<file path="config.mk">
export PLATFORM = sky130hd
export DESIGN_NAME = fetch_branch_predictor
export DESIGN_NICKNAME = d
export VERILOG_FILES = /design/src/rtl/fetch_branch_predictor.sv
export SDC_FILE = /design/constraint.sdc
export NUM_CORES = 2
export LEC_CHECK = 0
export BUFFER_PORTS_ARGS = -buffer_cell sky130_fd_sc_hd__buf_2
export CORE_ASPECT_RATIO = 1.1
export CORE_MARGIN = 2
export CORE_UTILIZATION = 55
export CTS_BUF_LIST = sky130_fd_sc_hd__clkbuf_8
export DETAILED_ROUTE_END_ITERATION = 7
export GPL_TIMING_DRIVEN = 0
export PLACE_DENSITY = 0.73
export SYNTH_ARGS = -nofsm -noshare
export SYNTH_HDL_FRONTEND = slang
export SYNTH_SLANG_ARGS = --single-unit
export TNS_END_PERCENT = 50
</file>
<file path="constraint.sdc">
create_clock -name clock -period 11.7 [get_ports clock]
set_input_delay 2.34 -clock clock [delete_from_list [all_inputs] [get_ports clock]]
set_output_delay 2.34 -clock clock [all_outputs]
set_load 0.02 [all_outputs]
</file>
<file path="src/rtl/fetch_branch_predictor.sv">
// Fetch-stage branch predictor: direct-mapped BTB with 2-bit counters, registered mispredict/redirect.
// Optional statistics counters are enabled by defining PRED_STATS_EN.
module fetch_branch_predictor #(
    parameter int          XLEN     = 32,
    parameter int          IDX_W    = 4,
    parameter int          TAG_W    = XLEN - IDX_W - 2,
    parameter logic [1:0]  CTR_INIT = 2'b01
) (
    input  logic            clock,
    input  logic            reset,
    input  logic [XLEN-1:0] fetchPC,
    output logic            predTaken,
    output logic [XLEN-1:0] predNextPC,
    input  logic            resValid,
    input  logic [XLEN-1:0] resPC,
    input  logic            resTaken,
    input  logic [XLEN-1:0] resTarget,
    input  logic            resPredTaken,
    input  logic [XLEN-1:0] resPredTarget,
    output logic            mispredict,
    output logic [XLEN-1:0] redirectPC,
    output logic [31:0]     branchCount,
    output logic [31:0]     mispredictCount
);

    localparam int ENTRIES = 2 ** IDX_W;

    logic             valid_q  [ENTRIES];
    logic             valid_d  [ENTRIES];
    logic [TAG_W-1:0] tag_q    [ENTRIES];
    logic [TAG_W-1:0] tag_d    [ENTRIES];
    logic [XLEN-1:0]  target_q [ENTRIES];
    logic [XLEN-1:0]  target_d [ENTRIES];
    logic [1:0]       ctr_q    [ENTRIES];
    logic [1:0]       ctr_d    [ENTRIES];

    logic             mispredict_q, mispredict_d;
    logic [XLEN-1:0]  redirect_q, redirect_d;

    logic [IDX_W-1:0] fetch_idx, res_idx;
    logic [TAG_W-1:0] fetch_tag, res_tag;
    logic             fetch_hit, res_hit, res_err;

    assign fetch_idx = fetchPC[IDX_W+1:2];
    assign fetch_tag = fetchPC[XLEN-1:IDX_W+2];
    assign res_idx   = resPC[IDX_W+1:2];
    assign res_tag   = resPC[XLEN-1:IDX_W+2];

    // Lookup reads the registered table, so a same-cycle update is not visible yet.
    always_comb begin
        fetch_hit  = valid_q[fetch_idx] && (tag_q[fetch_idx] == fetch_tag);
        predTaken  = fetch_hit && ctr_q[fetch_idx][1];
        predNextPC = predTaken ? target_q[fetch_idx] : fetchPC + XLEN'(4);
    end

    always_comb begin
        valid_d      = valid_q;
        tag_d        = tag_q;
        target_d     = target_q;
        ctr_d        = ctr_q;
        res_hit      = valid_q[res_idx] && (tag_q[res_idx] == res_tag);
        res_err      = (resTaken != resPredTaken) ||
                       (resTaken && resPredTaken && (resTarget != resPredTarget));
        mispredict_d = resValid && res_err;
        redirect_d   = redirect_q;
        if (resValid) begin
            redirect_d = resTaken ? resTarget : resPC + XLEN'(4);
            if (res_hit) begin
                if (resTaken) begin
                    target_d[res_idx] = resTarget;
                    if (ctr_q[res_idx] != 2'b11) ctr_d[res_idx] = ctr_q[res_idx] + 2'd1;
                end else if (ctr_q[res_idx] != 2'b00) begin
                    ctr_d[res_idx] = ctr_q[res_idx] - 2'd1;
                end
            end else if (resTaken) begin
                valid_d[res_idx]  = 1'b1;
                tag_d[res_idx]    = res_tag;
                target_d[res_idx] = resTarget;
                ctr_d[res_idx]    = 2'b10;
            end
        end
    end

    always_ff @(posedge clock or negedge reset) begin
        if (!reset) begin
            for (int i = 0; i < ENTRIES; i++) begin
                valid_q[i]  <= 1'b0;
                tag_q[i]    <= '0;
                target_q[i] <= '0;
                ctr_q[i]    <= CTR_INIT;
            end
            mispredict_q <= 1'b0;
            redirect_q   <= '0;
        end else begin
            valid_q      <= valid_d;
            tag_q        <= tag_d;
            target_q     <= target_d;
            ctr_q        <= ctr_d;
            mispredict_q <= mispredict_d;
            redirect_q   <= redirect_d;
        end
    end

    assign mispredict = mispredict_q;
    assign redirectPC = redirect_q;

`ifdef PRED_STATS_EN
    logic [31:0] branch_cnt_q, branch_cnt_d;
    logic [31:0] mispred_cnt_q, mispred_cnt_d;

    // Both counters saturate rather than wrap.
    always_comb begin
        branch_cnt_d  = branch_cnt_q;
        mispred_cnt_d = mispred_cnt_q;
        if (resValid && (branch_cnt_q != 32'hFFFF_FFFF))
            branch_cnt_d = branch_cnt_q + 32'd1;
        if (mispredict_d && (mispred_cnt_q != 32'hFFFF_FFFF))
            mispred_cnt_d = mispred_cnt_q + 32'd1;
    end

    always_ff @(posedge clock or negedge reset) begin
        if (!reset) begin
            branch_cnt_q  <= '0;
            mispred_cnt_q <= '0;
        end else begin
            branch_cnt_q  <= branch_cnt_d;
            mispred_cnt_q <= mispred_cnt_d;
        end
    end

    assign branchCount     = branch_cnt_q;
    assign mispredictCount = mispred_cnt_q;
`else
    assign branchCount     = 32'd0;
    assign mispredictCount = 32'd0;
`endif

endmodule

</file>
==> impl_table.tex <==
\begin{tabular}{lr}
\hline
Metric & Value \\
\hline
\multicolumn{2}{l}{\textbf{Global routing}} \\
Overall overflow remaining after global route & 0 \\
Met2 usage & 51.7\% \\
Met1 routing resource usage after global routing & 49.0\% \\
Wire length of the first global-routing pass & 250 mm \\
Number of antenna violations at the first check in global routing & 13 \\
Vias in the first global route & around 36k \\
Total global-route track usage & 35.6\% \\
Global route hottest layer & met2 \\
Global-route track usage on met3 & 9.93\% \\
Pin count of the biggest net entering global routing & 170 \\
\multicolumn{2}{l}{\textbf{Clocking}} \\
Worst-skew pair later-pin latency & 0.86 ns \\
Clock Root Buffer & sky130\_fd\_sc\_hd\_\_clkbuf\_8 \\
Worst-case clock buffer depth & 3 \\
Register clock-pin slew on the reported worst setup and hold paths & roughly 0.060 ns \\
Cells resized by post-CTS repair & 0 \\
Clock sinks & around 1.0k \\
H-tree level count & 4 \\
Clock tree from TritonCTS & built \\
Number of buffers inserted for hold repair after clock tree synthesis & 0 \\
Inserted Clock Buffers & roughly 170 \\
Setup repair bufs after CTS & 0 \\
\multicolumn{2}{l}{\textbf{Floorplan}} \\
Width of the die & 298 um \\
Starting utilization of the core area & 55.5\% \\
Die area & 97800 um2 \\
Die extent in y & 328 um \\
Number of top-level design ports & approximately 260 \\
Area inside the core boundary & 94300 um2 \\
Rows & 118 \\
\multicolumn{2}{l}{\textbf{Setup path}} \\
Launching element type of the critical path & input pin \\
Launch point of the critical path & fetchPC[3] \\
Required arrival time at the worst endpoint & roughly 9.4 ns \\
Critical-path cell with the highest stage delay & sky130\_fd\_sc\_hd\_\_clkbuf\_1 \\
Worst Reg-to-Reg Cells & 11 \\
Setup slack of the most critical reg-to-reg path & 6.84 ns \\
Critical path cell sequence & buf\_2 > buf\_1 > clkbuf\_1 > clkbuf\_1 > a211oi\_1 > a21oi\_1 > xor2\_1 > nor4\_1 > nand4b\_1 > or4\_1 > clkbuf\_1 > buf\_2 > mux2\_1 > buf\_2 \\
Kind of critical path & input pin to output port \\
Termination of the worst setup path & predNextPC[11] \\
Worst path arrival time & 9.09 ns \\
Maximum single-stage delay on the critical path & about 1.1 ns \\
Startpoint of the worst register-to-register path & tag\_q[349] \\
Terminus of the critical flop-to-flop path & tag\_q[374] \\
Endpoint kind of the worst setup timing path & output port \\
Highest fanout seen on the critical path & 10 \\
\multicolumn{2}{l}{\textbf{Layout}} \\
Filler Cells Inserted & 7159 \\
Reg area & 25300 um2 \\
Share of final-layout standard cells stronger than drive strength 1 & 48.4\% \\
Total area of multi-input combinational cells & $\sim$25000 um2 \\
Layout Area Growth over Synthesis & 12.0\% \\
Number of nets in the finished design & a little over 4k \\
Post-layout instance count excluding filler cells & 5369 \\
\multicolumn{2}{l}{\textbf{Timing}} \\
Final hold violation count & 0 \\
Fmax & 0.0875 GHz \\
Layout Skew & roughly 0.029 ns \\
Unrepaired setup endpoints after global routing & false \\
Setup violations, final & 0 \\
Setup TNS & 0 ns \\
Number of slew-limit violations in the final report & 10 \\
Share of the clock period used by the worst path & 97.7\% \\
Max transition margin & -0.0513\% \\
Worst Max-Slew Pin Slew & 1.50 ns \\
Min Clock Period, post-route & 11.43 ns \\
\multicolumn{2}{l}{\textbf{Logic synthesis}} \\
Number of flops mapped to enable cells by yosys & 0 \\
Total standard cell area after synthesis & 52400 um2 \\
Number of library cell types mapped by synthesis & about 70 \\
Most instantiated cells after synthesis & 1002 x sky130\_fd\_sc\_hd\_\_mux2\_2, 993 x sky130\_fd\_sc\_hd\_\_dfrtp\_1, 363 x sky130\_fd\_sc\_hd\_\_mux4\_2 \\
Leading post-synthesis cells by cell area & sky130\_fd\_sc\_hd\_\_dfrtp\_1 47\%, sky130\_fd\_sc\_hd\_\_mux2\_2 22\%, sky130\_fd\_sc\_hd\_\_mux4\_2 16\% \\
Synth Warn \# & 0 \\
Sequential area share after synthesis & 48.2\% \\
Top-count cell post-synth & sky130\_fd\_sc\_hd\_\_mux2\_2 \\
Share of synthesized flip-flops with an asynchronous set or reset & between 90\% and 100\% \\
Cell accounting for the most synthesized area & sky130\_fd\_sc\_hd\_\_dfrtp\_1 \\
Most frequently used flop master after synthesis & sky130\_fd\_sc\_hd\_\_dfrtp\_1 \\
Top-area cell type share of the netlist area & 47.4\% \\
Post-Syn Instances & 3581 \\
Seq cells post-synth & 1009 \\
Average cell area after synthesis & 14.6 um2 \\
\multicolumn{2}{l}{\textbf{Placed design}} \\
DPL Wire Length & approximately 120 mm \\
Post-placement cell count & 5070 \\
Routability congestion estimate & 0.945 \\
Port Buffers & 160 \\
\multicolumn{2}{l}{\textbf{Detailed routing}} \\
Total number of vias & approximately 36k \\
Routed Antenna Nets & 0 \\
Detailed Routing Iterations Pass 1 & 8 \\
Drt initial violations & 4092 \\
Drt drc & 0 \\
Per-cell via count in the routed design & 6.66 \\
WL final & 173 mm \\
Detail-routed net length per standard cell & 32.2 um \\
\multicolumn{2}{l}{\textbf{Worst hold path}} \\
Worst hold path type & flop to flop \\
\multicolumn{2}{l}{\textbf{Run status}} \\
Status & complete, but fails checks \\
Violated checks & capacitance limit, slew limit \\
\multicolumn{2}{l}{\textbf{Flow run}} \\
Max capacitance violation total & 1 \\
\multicolumn{2}{l}{\textbf{Power}} \\
Power density cells & 169 nW/um2 \\
Leakage power figure & $\sim$0.026 uW \\
VDD IR-drop max & 0.0000912 V \\
\hline
\end{tabular}
-- registers in the layout, summed over array words and instances, names as in the netlist --
| signal | flops |
|---|---|
| target_q | 512 |
| mispredict | 1 |
| valid_q | 16 |
| redirectPC | 32 |
| tag_q | 416 |
| ctr_q | 32 |
-- layout make-up --
cell class | count | share of cell area (%)
antenna | 3 | 0.0128
buffer | 408 | 3.44
clock buffer | 218 | 5.11
clock inverter | 78 | 0.823
inverter | 15 | 0.0959
multi-input combinational | 2212 | 43.1
sequential | 1009 | 43.1
tap | 1260 | 2.69
timing repair buffer | 166 | 1.67
-- worst min-delay path by stage --
stage                   start  cells past startpoint  slack (ns)        endpoint
2_1_floorplan      valid_q[8]                      1        0.45      valid_q[8]
3_3_place_gp       valid_q[9]                      1        0.47      valid_q[9]
3_5_place_dp       valid_q[2]                      1        0.48      valid_q[2]
4_1_cts            valid_q[2]                      1        0.49      valid_q[2]
5_1_grt        redirectPC[30]                      1        0.51  redirectPC[30]
6_report           valid_q[2]                      1        0.49      valid_q[2]
-- where the power goes --
| group | internal (uW) | leakage, uW | switching [uW] | total, uW |
|---|---|---|---|---|
| clock | 1720 | 0.00198 | 1510 | 3240 |
| sequential | 4160 | 0.0128 | 434 | 4590 |
| combinational | 1130 | 0.0112 | 930 | 2070 |
| total | 7020 | 0.0260 | 2880 | 9900 |
-- critical path, delay by kind of cell --
kind | cells | cell delay, ns
buffers and inverters | 7 | 3.86
XOR/XNOR | 1 | 0.13
AND/OR/NAND/NOR | 3 | 1.72
multiplexers | 1 | 0.44
AO/OA/AOI/OAI | 2 | 0.56
-- logic make-up after synthesis --
logic type	count (synthesis)	synth area share [%]
AOI/OAI and AO/OA	177	2.34
xor gates and xnor gates	142	2.37
adders and majority gates	8	0.191
buffers and inverters	423	3.95
DFF	1009	48.2
muxes	1490	39.6
other	1	0.00716
and+or+nand+nor	331	3.32
-- cell usage in the layout, fill, tap and decap left out, types with 16 or more instances in the layout --
cell / Yosys / routed
sky130_fd_sc_hd__nand4_1: 25 / 25
sky130_fd_sc_hd__mux4_2: 363 / 363
sky130_fd_sc_hd__mux2_2: 1002 / 1002
sky130_fd_sc_hd__and3_1: 21 / 21
sky130_fd_sc_hd__nand2b_1: 19 / 19
sky130_fd_sc_hd__clkbuf_1: 181 / 181
sky130_fd_sc_hd__xnor2_1: 102 / 102
sky130_fd_sc_hd__inv_1: 14 / 62
sky130_fd_sc_hd__conb_1: 1 / 64
sky130_fd_sc_hd__dfrtp_1: 993 / 993
sky130_fd_sc_hd__dfstp_2: 16 / 16
sky130_fd_sc_hd__buf_4: 96 / 96
sky130_fd_sc_hd__a21oi_1: 20 / 20
sky130_fd_sc_hd__o21ai_0: 43 / 43
sky130_fd_sc_hd__nand3_1: 54 / 54
sky130_fd_sc_hd__nand2_1: 83 / 83
sky130_fd_sc_hd__clkbuf_8: 0 / 218
sky130_fd_sc_hd__nor2_1: 55 / 55
sky130_fd_sc_hd__mux2i_1: 114 / 114
sky130_fd_sc_hd__buf_1: 68 / 67
sky130_fd_sc_hd__xor2_1: 40 / 40
sky130_fd_sc_hd__a22oi_1: 35 / 35
sky130_fd_sc_hd__buf_2: 54 / 213
-- per-stage QoR --
step | cell area (um2) | setup slack [ns] | hold slack, ns | utilization (%) | total power [uW]
3_3_place_gp | 55000 | -13.83 | 0.472 | 58.3 | 6580
2_1_floorplan | 52600 | 3.73 | 0.451 | - | 5950
3_5_place_dp | 55200 | 0.592 | 0.476 | 58.5 | 6660
4_1_cts | 58700 | 0.637 | 0.493 | 62.2 | 9860
6_report | 58700 | 0.274 | 0.493 | 62.2 | 9900
5_1_grt | 58700 | 0.522 | 0.508 | 62.2 | 10200
-- metal layers --
metal  wire length, um  vias up
met3             18800      546
met2             75200     2236
met4             10600       14
met5                99        -
met1             68200    18872
li1                  -    14079
No activity file was read; power rests on OpenSTA's default activity.
